**src/rtl/audio_dac_out_pkg.sv**
```systemverilog
// Shared constants and helpers for the audio DAC output path.
//   SAMPLE_W        : width of generator samples and the effective level
//   GAIN_MAX        : top of the soft-mute gain ramp (gain / 8 = unity)
//   PWM_STEPS       : PWM period length in clocks
//   DEFAULT_CLK_DIV : clocks per sample period (25 MHz / 16384 Hz)
package audio_dac_out_pkg;

  localparam int unsigned SAMPLE_W        = 4;
  localparam int unsigned GAIN_W          = 4;
  localparam int unsigned GAIN_MAX        = 8;
  localparam int unsigned PWM_STEPS       = 16;
  localparam int unsigned PWM_W           = $clog2(PWM_STEPS);
  localparam int unsigned PROD_W          = 7;
  localparam int unsigned DEFAULT_CLK_DIV = 1526;

  typedef enum logic {
    RAMP_UP   = 1'b0,
    RAMP_DOWN = 1'b1
  } ramp_dir_e;

  // One ramp step, saturating at 0 and GAIN_MAX.
  function automatic logic [GAIN_W-1:0] gain_step(input logic [GAIN_W-1:0] gain,
                                                  input ramp_dir_e       dir);
    logic [GAIN_W-1:0] nxt;
    nxt = gain;
    if (dir == RAMP_DOWN) begin
      if (gain != '0) nxt = gain - GAIN_W'(1);
    end else begin
      if (gain < GAIN_W'(GAIN_MAX)) nxt = gain + GAIN_W'(1);
    end
    return nxt;
  endfunction

endpackage

```
**src/rtl/audio_dac_out_sd_mod1.sv**
```systemverilog
// First-order sigma-delta modulator.
//   clock, reset_n : system clock, async active-low reset
//   eff            : effective sample level (0..15)
//   sd_out         : 1-bit density-modulated output, ones density = eff/16
// The carry out of a 4-bit phase accumulator is the output bit; the carry is
// kept as bit 4 of the accumulator register so sd_out is a flop output.
module sd_mod1
  import audio_dac_out_pkg::*;
(
  input  logic                clock,
  input  logic                reset_n,
  input  logic [SAMPLE_W-1:0] eff,
  output logic                sd_out
);

  logic [SAMPLE_W:0] sd_acc;

  always_ff @(posedge clock or negedge reset_n) begin
    if (!reset_n) begin
      sd_acc <= '0;
    end else begin
      sd_acc <= {1'b0, sd_acc[SAMPLE_W-1:0]} + {1'b0, eff};
    end
  end

  assign sd_out = sd_acc[SAMPLE_W];

endmodule

```
**src/rtl/audio_dac_out.sv**
```systemverilog
// Audio DAC output stage: sample-rate divider, sample capture, volume
// attenuation, click-free mute ramp, PWM and sigma-delta outputs.
//   clock, reset_n : system clock, async active-low reset
//   sample_ena     : one-cycle request strobe to the sound generator
//   sample         : generator sample, valid the cycle after sample_ena
//   volume         : 3 = full scale .. 0 = 1/8
//   mute           : ramp gain down to silence while high
//   pwm_out        : 16-step PWM output
//   sd_out         : first-order sigma-delta output
//   level          : effective sample value for debug display
module audio_dac_out
  import audio_dac_out_pkg::*;
#(
  parameter int unsigned CLK_DIV = DEFAULT_CLK_DIV
) (
  input  logic                clock,
  input  logic                reset_n,
  output logic                sample_ena,
  input  logic [SAMPLE_W-1:0] sample,
  input  logic [1:0]          volume,
  input  logic                mute,
  output logic                pwm_out,
  output logic                sd_out,
  output logic [SAMPLE_W-1:0] level
);

  if (CLK_DIV < 4) begin : g_bad_clk_div
    $error("audio_dac_out: CLK_DIV must be at least 4");
  end

  localparam int unsigned     DIV_W    = $clog2(CLK_DIV);
  localparam logic [DIV_W-1:0] DIV_LAST = DIV_W'(CLK_DIV - 1);

  logic [DIV_W-1:0]    div_cnt;
  logic                cap_stb;
  logic                eff_stb;
  logic [SAMPLE_W-1:0] held;
  logic [GAIN_W-1:0]   gain;
  logic [SAMPLE_W-1:0] scaled;
  logic [PROD_W-1:0]   prod;
  logic [SAMPLE_W-1:0] eff;
  logic [PWM_W-1:0]    pwm_cnt;
  logic [SAMPLE_W-1:0] pwm_duty;
  ramp_dir_e           dir;

  // Sample-rate divider; the strobe is a decode of the counter register.
  always_ff @(posedge clock or negedge reset_n) begin
    if (!reset_n) begin
      div_cnt <= '0;
    end else if (div_cnt == DIV_LAST) begin
      div_cnt <= '0;
    end else begin
      div_cnt <= div_cnt + DIV_W'(1);
    end
  end

  assign sample_ena = (div_cnt == DIV_LAST);

  assign dir = mute ? RAMP_DOWN : RAMP_UP;

  // The generator answers one cycle after the request, so capture and the
  // gain step happen on the delayed strobe; eff follows one cycle later.
  always_ff @(posedge clock or negedge reset_n) begin
    if (!reset_n) begin
      cap_stb <= 1'b0;
      eff_stb <= 1'b0;
      held    <= '0;
      gain    <= '0;
    end else begin
      cap_stb <= sample_ena;
      eff_stb <= cap_stb;
      if (cap_stb) begin
        held <= sample;
        gain <= gain_step(gain, dir);
      end
    end
  end

  always_comb begin
    scaled = held >> (2'd3 - volume);
    prod   = {3'b000, scaled} * {3'b000, gain};
  end

  always_ff @(posedge clock or negedge reset_n) begin
    if (!reset_n) begin
      eff <= '0;
    end else if (eff_stb) begin
      eff <= prod[PROD_W-1:PROD_W-SAMPLE_W];
    end
  end

  assign level = eff;

  // Duty only changes at the period boundary so every PWM period is whole.
  always_ff @(posedge clock or negedge reset_n) begin
    if (!reset_n) begin
      pwm_cnt  <= '0;
      pwm_duty <= '0;
      pwm_out  <= 1'b0;
    end else begin
      pwm_cnt <= pwm_cnt + PWM_W'(1);
      if (pwm_cnt == '1) pwm_duty <= eff;
      pwm_out <= (pwm_cnt < pwm_duty);
    end
  end

  sd_mod1 u_sd_mod1 (
    .clock   (clock),
    .reset_n (reset_n),
    .eff     (eff),
    .sd_out  (sd_out)
  );

endmodule

```
**config.mk**
```make
export PLATFORM = sky130hd
export DESIGN_NAME = audio_dac_out
export DESIGN_NICKNAME = d
export VERILOG_FILES = /design/src/rtl/audio_dac_out_pkg.sv /design/src/rtl/audio_dac_out_sd_mod1.sv /design/src/rtl/audio_dac_out.sv
export SDC_FILE = /design/constraint.sdc
export NUM_CORES = 1
export LEC_CHECK = 0
export BUFFER_PORTS_ARGS = -buffer_cell sky130_fd_sc_hd__buf_2
export CELL_PAD_IN_SITES_DETAIL_PLACEMENT = 0
export CELL_PAD_IN_SITES_GLOBAL_PLACEMENT = 1
export CORE_MARGIN = 3
export CORE_UTILIZATION = 25
export CTS_CLUSTER_DIAMETER = 30
export DETAILED_ROUTE_END_ITERATION = 6
export PLACE_DENSITY = 0.44
export SYNTH_ARGS = -nofsm -noshare
export SYNTH_HDL_FRONTEND = slang
export SYNTH_HIERARCHICAL = 1
export SYNTH_SLANG_ARGS = --single-unit
```
**constraint.sdc**
```tcl
create_clock -name clock -period 7.6 [get_ports clock]
set_input_delay 1.9 -clock clock [delete_from_list [all_inputs] [get_ports clock]]
set_output_delay 1.9 -clock clock [all_outputs]
set_load 0.05 [all_outputs]
```
== After elaboration in Yosys (flattened, before gate mapping) ==
Index checks and enable logic that the tools add are counted.

* Flip-flop bits (word level): 39
* Input port bits: 9

* Equal/unequal tests: 3
* Reductions and logical operators: 3
* Mux-type cells: 5
* $mul: 1
* $add $sub $neg: 6
* Order comparisons: 2
* Shift operators: 1

{| class="wikitable"
|+ Operator list
! operator !! count
|-
| 4-bit two-way mux || 3
|-
| 11-bit by 1-bit adder with 11-bit output, second input constant || 1
|-
| 11-bit equality test, second input constant || 1
|-
| 11-bit two-way mux || 1
|-
| 4-bit by 1-bit adder with 4-bit output, second input constant || 2
|-
| 4-bit by 4-bit multiplier with 7-bit output || 1
|-
| 4-bit by 4-bit adder with 5-bit output || 1
|-
| 4-bit equality test, second input constant || 1
|-
| 4-bit less-than comparator || 1
|-
| 4-bit less-than comparator, second input constant || 1
|-
| 4-bit nonzero test || 1
|-
| 4-bit by 2-bit >> shifter with 4-bit output || 1
|-
| 4-bit by 1-bit subtractor with 4-bit output, second input constant || 1
|-
| 3-bit AND reduction || 1
|-
| 2-bit by 1-bit inequality test with 1-bit output, second input constant || 1
|-
| 2-bit nonzero test || 1
|-
| 2-bit subtractor, first input constant || 1
|-
| 1-bit two-way mux || 1
|}

== Logic depth before layout (Yosys ltp) ==
Gate-level depths: netlist (run 1).

* Depth after elaboration: 3
* Depth in mapped cells: 14
* Mapped depth without buffers: 13

== Hierarchy ==
Netlist (run 1), hierarchy kept.

{| class="wikitable"
|+ By module, submodules not included
! module !! seq. area each (um^2) !! times used !! cells each !! area an instance (um^2)
|-
| audio_dac_out || 850.8 || 1 || 186 || 2009.4
|-
| sd_mod1 || 125.1 || 1 || 21 || 261.5
|}

== Worst setup path before layout (run 1) ==
Ideal clock, no wire load.

* Kind: input -> register
* Start point: in volume[0]
* End point: reg eff[3], in the netlist level[3]
* Arrival time: 4695 ps
* Stages on the path: 12
* Required time: 7475 ps
* Path buffers: 1
* Path slack: 2780 ps
* Library setup time: 125 ps
* Cells stage by stage: buf_6 > mux2i_2 > mux2i_2 > nand2_1 > fa_1 > inv_1 > fa_1 > fa_1 > a21o_1 > a21oi_1 > xnor2_1 > mux2_4

* Longest elaborated chain between the ends: 3

{| class="wikitable"
|+ RTL lines
! item !! line !! text
|-
| start, declared || audio_dac_out.sv:20 || <nowiki>input logic [1:0] volume,</nowiki>
|-
| 2-bit subtractor || audio_dac_out.sv:80 || <nowiki>scaled = held >> (2'd3 - volume);</nowiki>
|-
| 4-bit by 2-bit >> shifter with 4-bit output || audio_dac_out.sv:80 ||
|-
| 4-bit by 4-bit multiplier with 7-bit output || audio_dac_out.sv:81 || <nowiki>prod = {3'b000, scaled} * {3'b000, gain};</nowiki>
|-
| end signal, assigned || audio_dac_out.sv:88 || <nowiki>eff <= prod[PROD_W-1:PROD_W-SAMPLE_W];</nowiki>
|-
| end, declared || audio_dac_out.sv:41 || <nowiki>logic [SAMPLE_W-1:0] eff;</nowiki>
|}

No other way between the ends.
A chain may end at the register's enable or synchronous reset.

== Final worst setup path (run 1) ==
Ends and elaborated chain as after synthesis.

==> impl_metrics.toml, run 1 <==
[run_status]
status = "completed"

[yosys]
synth-compound-area-share_pct = 7.49
synth_top_family_by_area = "adder cells"
yosysWarnings = 6
synth-seq-cells = 39
ys_top_cells_by_area = "dfrtp_1 (43%), ha_1 (11%), fa_1 (5.3%), xnor2_1 (5.0%), mux2_2 (4.5%)"
yosysMostFrequentCell = "dfrtp_1"
synth_ff_type = "dfrtp_1"
synth-xor-area-share_pct = 7.33
synthMuxAreaShare_pct = 7.22
yosys.area_share.simple_pct = 13.7
syn_area_sq_um = 2270
yosys-top-cells-count = "dfrtp_1 (39), inv_1 (22), ha_1 (20)"
synth.distinct_cells = 40
yosysTopAreaCellShare_pct = 43.0
syn_nets = 242
synthArstFlopShare_pct = 100
synth_edf_count = 0
synth_area_per_cell_sq_um = 11.0
synthAdderAreaFrac_pct = 16.3
synthCells = 207
yosysSeqAreaShare_pct = 43.0
yosys.area.top_type = "dfrtp_1"

[timing]
worst_slew_pin_slew_ns = 0.895
hold_viol = 0
final.setup.tns_ns = 0
rsz0062_at_grt = "no"
drv_slew = 0
skew_ns = 0.00534
period_share_pct = 62.2
fin_crit_ns = 4.73
hold_slack_ns = 0.474
relSlewSlack_pct = 40.3
setup_viol = 0
max_freq_mhz = 212
setup_ws_ns = 2.87

[detailed_routing]
drt_wl_total_mm = 4.23
num_vias = 1430
detail-route-antenna-nets = 0
drc = 0
wl_per_cell_um = 12.6
firstDrtPassIters = 4
drtIter0Drc = 23
viasPerCell = 4.27

[die]
core_area_sq_um = 8760
start_util_pct = 25.9
die_w_um = 101
die_y_um = 101
dieArea_sq_um = 10300
rows = 34
num_io_pins = 16

[clock_network]
root_buffer = "clkbuf_8"
ctsHtreeMaxLevel = 2
clk_pin_slew_worst_paths_ns = 0.08
insertion_delay_ns = 0.29
post_cts_buffers = 0
cts_hold_buf = 0
cts_tree = "done"
cts_sinks = 39
cts_buffers = 5
cts_buffer_depth = 2
ctsResizeCount = 0

[finish]
stdcell_count = 335
antenna_cells = 0
fin_nets = 261
area_delta_synth_final_pct = 12.0
drive_above_1_share_pct = 19.4
fillCellCount = 913

[global_routing]
grt_max_degree = 40
grt_pass1_wl_mm = 7.52
grt_pass1_vias = 1524
antenna_found_initial = 0
gr-total-overflow = 0
grt_usage_pct = 9.34

[power]
p_leak_nw = 1.28
peakVddDrop_uv = 53.6
powerDensity_nw_per_um2 = 143

[worst_setup_path]
crit_required_ns = 7.78
crit_path_start_kind = "input port"
arrival_ns = 4.91
worst_setup_path_end_kind = "flop"
crit_path_start = "volume[0]"
cp_max_fo = 6
rr_startpoint = "held[3]"
critical_path_class = "in2reg"

[worst_hold_path]
hold_class = "reg2reg"
worstHoldStart = "u_sd_mod1/sd_acc[0]"

[place]
port_buffers = 15
post-place-ws_ns = 2.53
dp_hpwl_mm = 3.19
dp_cells = 327
place_congestion = 0.748

[flow_run]
maxCapViolations = 0
==> worst max-delay path: stages <==
cell and delay [ns]:
buf_2 0.14, mux2i_2 0.19, mux2i_2 0.27, nand2_1 0.12
fa_1 0.55, inv_1 0.06, fa_1 0.53, fa_1 0.47
a21o_1 0.19, a21oi_1 0.16, xnor2_1 0.08, mux2_4 0.25
==> routing by layer <==
layer	global-route usage, %	up-vias	wire length, um
li1	-	735	-
met1	13.4	667	2200
met5	0	-	0
met3	2.34	4	155
met4	2.76	0	53
met2	13.9	24	1820
==> flip-flops by register name, summed over array words and instances, names as in the netlist <==
name              cells
cap_stb               1
gain                  4
eff_stb               1
held                  4
pwm_out               1
u_sd_mod1/sd_acc      5
pwm_duty              4
div_cnt              11
level                 4
pwm_cnt               4
==> worst paths after layout <==
path                                             to  slack [ns]  depth (start not counted)
worst max-delay path                       level[3]        2.87                         12
worst min-delay path            u_sd_mod1/sd_acc[0]        0.47                          1
worst max register to register             level[3]        4.26                         11
worst min register to register  u_sd_mod1/sd_acc[0]        0.47                          1
max in group asynchronous                   gain[1]        5.30                          1
min in group asynchronous       u_sd_mod1/sd_acc[1]        1.72                          1
==> logic make-up (layout without fill, tap and decap cells) <==
logic type | after synthesis | in the layout
XOR/XNOR | 19 | 19
adder cells (fa/ha/maj) | 26 | 26
AND/OR/NAND/NOR | 59 | 59
flip-flops | 39 | 39
AO/OA/AOI/OAI | 24 | 24
multiplexers | 14 | 14
buffers and inverters | 26 | 46
==> cells in the final DEF (no fill, tap or decap), types with 7 or more instances in the layout <==
master,instances
ha_1,20
nand3_1,8
a21oi_1,7
buf_2,15
xnor2_1,13
dfrtp_1,39
inv_1,22
nor2_1,11
mux2_2,9
nand2_1,14
==> final cells by class <==
cell class / instances / area (sq um) / area share, %
tap: 108 / 135 / 5.31
clock inverter: 2 / 12.5 / 0.492
clock buffer: 6 / 72.6 / 2.85
multi-input combinational: 142 / 1180 / 46.5
timing repair buffer: 16 / 82.6 / 3.25
sequential: 39 / 976 / 38.4
inverter: 22 / 82.6 / 3.25
==> metrics by stage <==
step | utilization, % | area [sq um] | power, mW
floorplan | - | 2270 | 0.223
global placement | 28.1 | 2460 | 0.231
detailed placement | 28.1 | 2460 | 0.231
CTS | 29.0 | 2540 | 0.374
global route | 29.0 | 2540 | 0.382
finish | 29.0 | 2540 | 0.364
==> power by group <==
part           switching, mW  leakage, nW  total, mW  internal, mW
combinational         0.0109        0.751     0.0171       0.00622
sequential           0.00123        0.492      0.209         0.208
clock                 0.0741       0.0412      0.138        0.0642
total                 0.0862         1.28      0.364         0.278
Power figures use the tool's default switching activity.
==> run 2: changes to the inputs <==
- clock period: 7.6 -> 4.7 ns (I/O delays scaled with it)
==> run 2 against run 1 <==
Clock skew rose by 0.00070 ns. Via count barely moved. Largest cell class unchanged. Hold slack got worse by 0.0010 ns. Largest power group unchanged.
==> impl_metrics.toml, run 2 (same netlist as run 1, synthesis figures left out) <==
[worst_setup_path]
arrival_ns = 4.18
crit_top_cell = "fa_1"
crit_required_ns = 4.88
worst_setup_path_end_kind = "flop"
crit_chain = "buf_2, mux2i_2, mux2i_2, nand2_1, fa_1, inv_1, fa_1, fa_1, a21o_1, a21oi_1, xnor2_1, mux2_4"
critical_path_buf_inv_count = 2
critical_path_class = "in2reg"
crit_family = "adder cells"
max_stage_delay_ns = 0.54
crit_path_start_kind = "input port"
slowest_stage = "fa_1"
cp_max_fo = 6

[timing]
fin_crit_ns = 4.00
skew_ns = 0.00605
max_freq_mhz = 250
rsz0062_at_grt = "no"
setup_viol = 0
drv_slew = 0
relSlewSlack_pct = 39.1
final.setup.tns_ns = 0
worst_slew_pin_slew_ns = 0.914
hold_viol = 0
period_share_pct = 85.0
hold_slack_ns = 0.472

[clock_network]
ctsHtreeMaxLevel = 2
ctsResizeCount = 0
root_buffer = "clkbuf_8"
cts_sinks = 39
cts_buffers = 5
clk_pin_slew_worst_paths_ns = 0.08
cts_tree = "done"
insertion_delay_ns = 0.29
post_cts_buffers = 0
cts_hold_buf = 0
cts_buffer_depth = 2

[place]
dp_hpwl_mm = 3.20
port_buffers = 15
place_congestion = 0.748
placed_area_sq_um = 2460

[die]
die_w_um = 101
start_util_pct = 25.9
rows = 34
core_area_sq_um = 8760
num_io_pins = 16
die_y_um = 101
dieArea_sq_um = 10300

[detailed_routing]
drtIter0Drc = 30
viasPerCell = 4.27
wl_per_cell_um = 12.7
firstDrtPassIters = 4
detail-route-antenna-nets = 0
num_vias = 1431
drc = 0
drt_wl_total_mm = 4.26

[finish]
top_regs = "div_cnt: 11 flops, u_sd_mod1/sd_acc: 5 flops"
area_delta_synth_final_pct = 12.0
antenna_cells = 0
final_area_sq_um = 2540
drive_above_1_share_pct = 19.4
layout_commonest_cell = "dfrtp_1"
fillCellCount = 934
largest_reg_flops = 11
regMostFlops = "div_cnt"
fin_nets = 261
final_cell_mix = "dfrtp_1 (39), inv_1 (22), ha_1 (20)"

[global_routing]
gr-total-overflow = 0
grt_max_degree = 40
antenna_found_initial = 0
grt_usage_pct = 9.62
grt_pass1_vias = 1509
grt_pass1_wl_mm = 7.69

[run_status]
status = "completed"

[flow_run]
maxCapViolations = 0

[worst_hold_path]
hold_class = "reg2reg"

[power]
peakVddDrop_uv = 91.5
p_leak_nw = 1.28
powerDensity_nw_per_um2 = 232
[run 2: cell counts in the layout (fill, tap and decap cells not counted)]
Identical to the previous run, type by type.
[run 2: report_power, final]
group          switching [mW]  internal (mW)  leakage [nW]
sequential            0.00196          0.336         0.492
combinational          0.0179         0.0101         0.751
clock                   0.121          0.104        0.0412
[run 2: final timing paths]
kind                            slack (ns)                start                  end  cells after the start
worst max register to register        1.37              held[3]             level[3]                     11
worst min register to register        0.47  u_sd_mod1/sd_acc[0]  u_sd_mod1/sd_acc[0]                      1
max in group asynchronous             3.11              reset_n           div_cnt[1]                      1
worst max-delay path                  0.70            volume[0]             level[3]                     12
worst min-delay path                  0.47  u_sd_mod1/sd_acc[0]  u_sd_mod1/sd_acc[0]                      1
min in group asynchronous             1.00              reset_n  u_sd_mod1/sd_acc[1]                      1
[run 2: layout make-up]
type | count | area, sq um | share of cell area [%]
inverter | 22 | 82.6 | 3.25
tap | 108 | 135 | 5.31
clock inverter | 2 | 12.5 | 0.492
sequential | 39 | 976 | 38.4
timing repair buffer | 16 | 82.6 | 3.25
multi-input combinational | 142 | 1180 | 46.5
clock buffer | 6 | 72.6 | 2.85
[run 2: routing by layer]
metal / share of wire (%) / track usage (%) / vias to the layer above
met5: 0 / 0 / -
met2: 43 / 14.0 / 21
met4: 1.1 / 3.07 / 0
met1: 52 / 13.7 / 673
met3: 4.0 / 2.75 / 2
li1: - / - / 735
[run 2: stage by stage]
stage	utilization (%)	worst slack, ns	total power [mW]	instances
detailed placement	28.1	0.361	0.374	327
finish	29.0	0.703	0.590	335
global placement	28.1	0.433	0.374	327
floorplan	-	0.605	0.361	207
CTS	29.0	0.683	0.606	335
global route	29.0	0.562	0.623	335
==> run 3: changes to the inputs <==
==> constraint.sdc (replaced) <==
create_clock -name clock -period 4.7 [get_ports clock]
set_input_delay 0.235 -clock clock [delete_from_list [all_inputs] [get_ports clock]]
set_output_delay 0.235 -clock clock [all_outputs]
set_load 0.05 [all_outputs]
==> run 3 against run 2 <==
Total power rose by 0.30%. Register-to-register slack about the same. Count of clock-buffer cells in the layout unchanged. Clock skew is 0.0012 ns lower. Die area did not move. Critical path depth down 1. Critical endpoint unchanged. Non-clock buffer count is the same.
==> impl_metrics.toml, run 3 (same netlist as run 1, synthesis figures left out) <==
[run_status]
status = "completed"

[die]
core_area_sq_um = 8760
rows = 34
die_w_um = 101
die_y_um = 101
num_io_pins = 16
dieArea_sq_um = 10300
start_util_pct = 25.9

[flow_run]
maxCapViolations = 0

[place]
place_congestion = 0.735
dp_hpwl_mm = 3.37
port_buffers = 15

[power]
power.share.sequential_pct = 57.1
switching_power_mw = 0.142
report.power.total_mw = 0.592
combPwrFrac_pct = 4.7
p_leak_nw = 1.28
internal_power_mw = 0.450
peakVddDrop_uv = 82.8
power_frac_clock_pct = 38.2
swShare_pct = 24.0
powerDensity_nw_per_um2 = 233

[finish]
largest_reg_flops = 11
final_cell_mix = "dfrtp_1 (39), inv_1 (22), ha_1 (20)"
regArea_sq_um = 976
area_delta_synth_final_pct = 12.0
top_regs = "div_cnt: 11 flops, u_sd_mod1/sd_acc: 5 flops"
regMostFlops = "div_cnt"
drive_above_1_share_pct = 19.4
multi_input_area_sq_um = 1180
antenna_cells = 0
fillCellCount = 945
fin_nets = 261
layout_commonest_cell = "dfrtp_1"

[detailed_routing]
num_vias = 1466
wl_per_cell_um = 13.3
viasPerCell = 4.38
drtIter0Drc = 46
detail-route-antenna-nets = 0
drt_wl_total_mm = 4.46
drc = 0
firstDrtPassIters = 4

[timing]
fin_crit_ns = 3.34
setup_viol = 0
final.setup.tns_ns = 0
skew_ns = 0.00487
hold_viol = 0
max_freq_mhz = 300
worst_slew_pin_slew_ns = 0.907
relSlewSlack_pct = 39.6
drv_slew = 0
rsz0062_at_grt = "no"
period_share_pct = 71.0

[worst_setup_path]
arrival_ns = 3.51
crit_chain = "mux2i_2, mux2i_2, nand2_1, fa_1, inv_1, fa_1, fa_1, a21o_1, a21oi_1, xnor2_1, mux2_4"
slowest_stage = "fa_1"
crit_required_ns = 4.87
max_stage_delay_ns = 0.54
worst_setup_path_end_kind = "flop"
critical_path_class = "reg2reg"
crit_path_start = "held[3]"
crit_path_start_kind = "flop"
crit_top_cell = "fa_1"
cp_max_fo = 5
rr_startpoint = "held[3]"

[clock_network]
insertion_delay_ns = 0.29
root_buffer = "clkbuf_8"
cts_buffers = 5
cts_sinks = 39
clk_pin_slew_worst_paths_ns = 0.08
post_cts_buffers = 0
cts_tree = "done"
ctsHtreeMaxLevel = 2
cts_buffer_depth = 2
cts_hold_buf = 0
ctsResizeCount = 0

[global_routing]
grt_pass1_wl_mm = 7.88
grt_pass1_vias = 1591
gr-total-overflow = 0
antenna_found_initial = 0
grt_max_degree = 40
grt_usage_pct = 9.84

[worst_hold_path]
hold_class = "in2async"
run 3: cell counts in the layout (fill, tap and decap cells not counted):
Identical to the previous run, type by type.
run 3: per-stage QoR:
step / hold slack (ns) / utilization, % / area [sq um] / std cells / setup slack (ns)
global route: 0.140 / 29.0 / 2540 / 335 / 1.16
floorplan: -0.0606 / - / 2270 / 207 / 1.54
finish: 0.0742 / 29.0 / 2540 / 335 / 1.36
CTS: 0.115 / 29.0 / 2540 / 335 / 1.32
detailed placement: 0.432 / 28.1 / 2460 / 327 / 1.29
global placement: 0.437 / 28.1 / 2460 / 327 / 1.34
run 3: power groups by stage:
stage,Clock [mW],Combinational (mW),Sequential (mW)
after global placement,0,0.0293,0.345
after global routing,0.253,0.0331,0.339
after detailed placement,0,0.0294,0.345
final,0.226,0.0280,0.338
after CTS,0.241,0.0297,0.338
after floorplan,0,0.0168,0.344
run 3: worst max-delay path: cells and delay by family (launching register included):
kind	cells	cell delay (ns)
adder cells (fa/ha/maj)	3	1.54
AND/OR/NAND/NOR	1	0.13
multiplexers	3	0.65
XOR/XNOR	1	0.08
flip-flops	1	0.41
AO/OA/AOI/OAI	2	0.37
buffers and inverters	1	0.05
run 3: final cells by class:
class / instances / area share [%]
Clock inverter: 2 / 0.492
Sequential cell: 39 / 38.4
Inverter: 22 / 3.25
Tap cell: 108 / 5.31
Timing Repair Buffer: 16 / 3.25
Multi-Input combinational cell: 142 / 46.5
Clock buffer: 6 / 2.85
run 3: final timing paths:
path                       slack, ns  depth (start not counted)             endpoint
max                             1.36                         11             level[3]
min                             0.07                          1  u_sd_mod1/sd_acc[1]
max reg2reg                     1.36                         11             level[3]
min reg2reg                     0.47                          1           pwm_cnt[0]
max in group asynchronous       4.06                          1              cap_stb
min in group clock              0.17                          2              held[2]
run 3: metal layers:
| metal | routed length [um] | track usage, % | share of wire [%] | vias up |
|---|---|---|---|---|
| li1 | - | - | - | 734 |
| met1 | 2190 | 13.1 | 49 | 705 |
| met2 | 2060 | 15.8 | 46 | 22 |
| met3 | 147 | 2.48 | 3.3 | 5 |
| met4 | 57 | 2.76 | 1.3 | 0 |
| met5 | 0 | 0 | 0 | - |
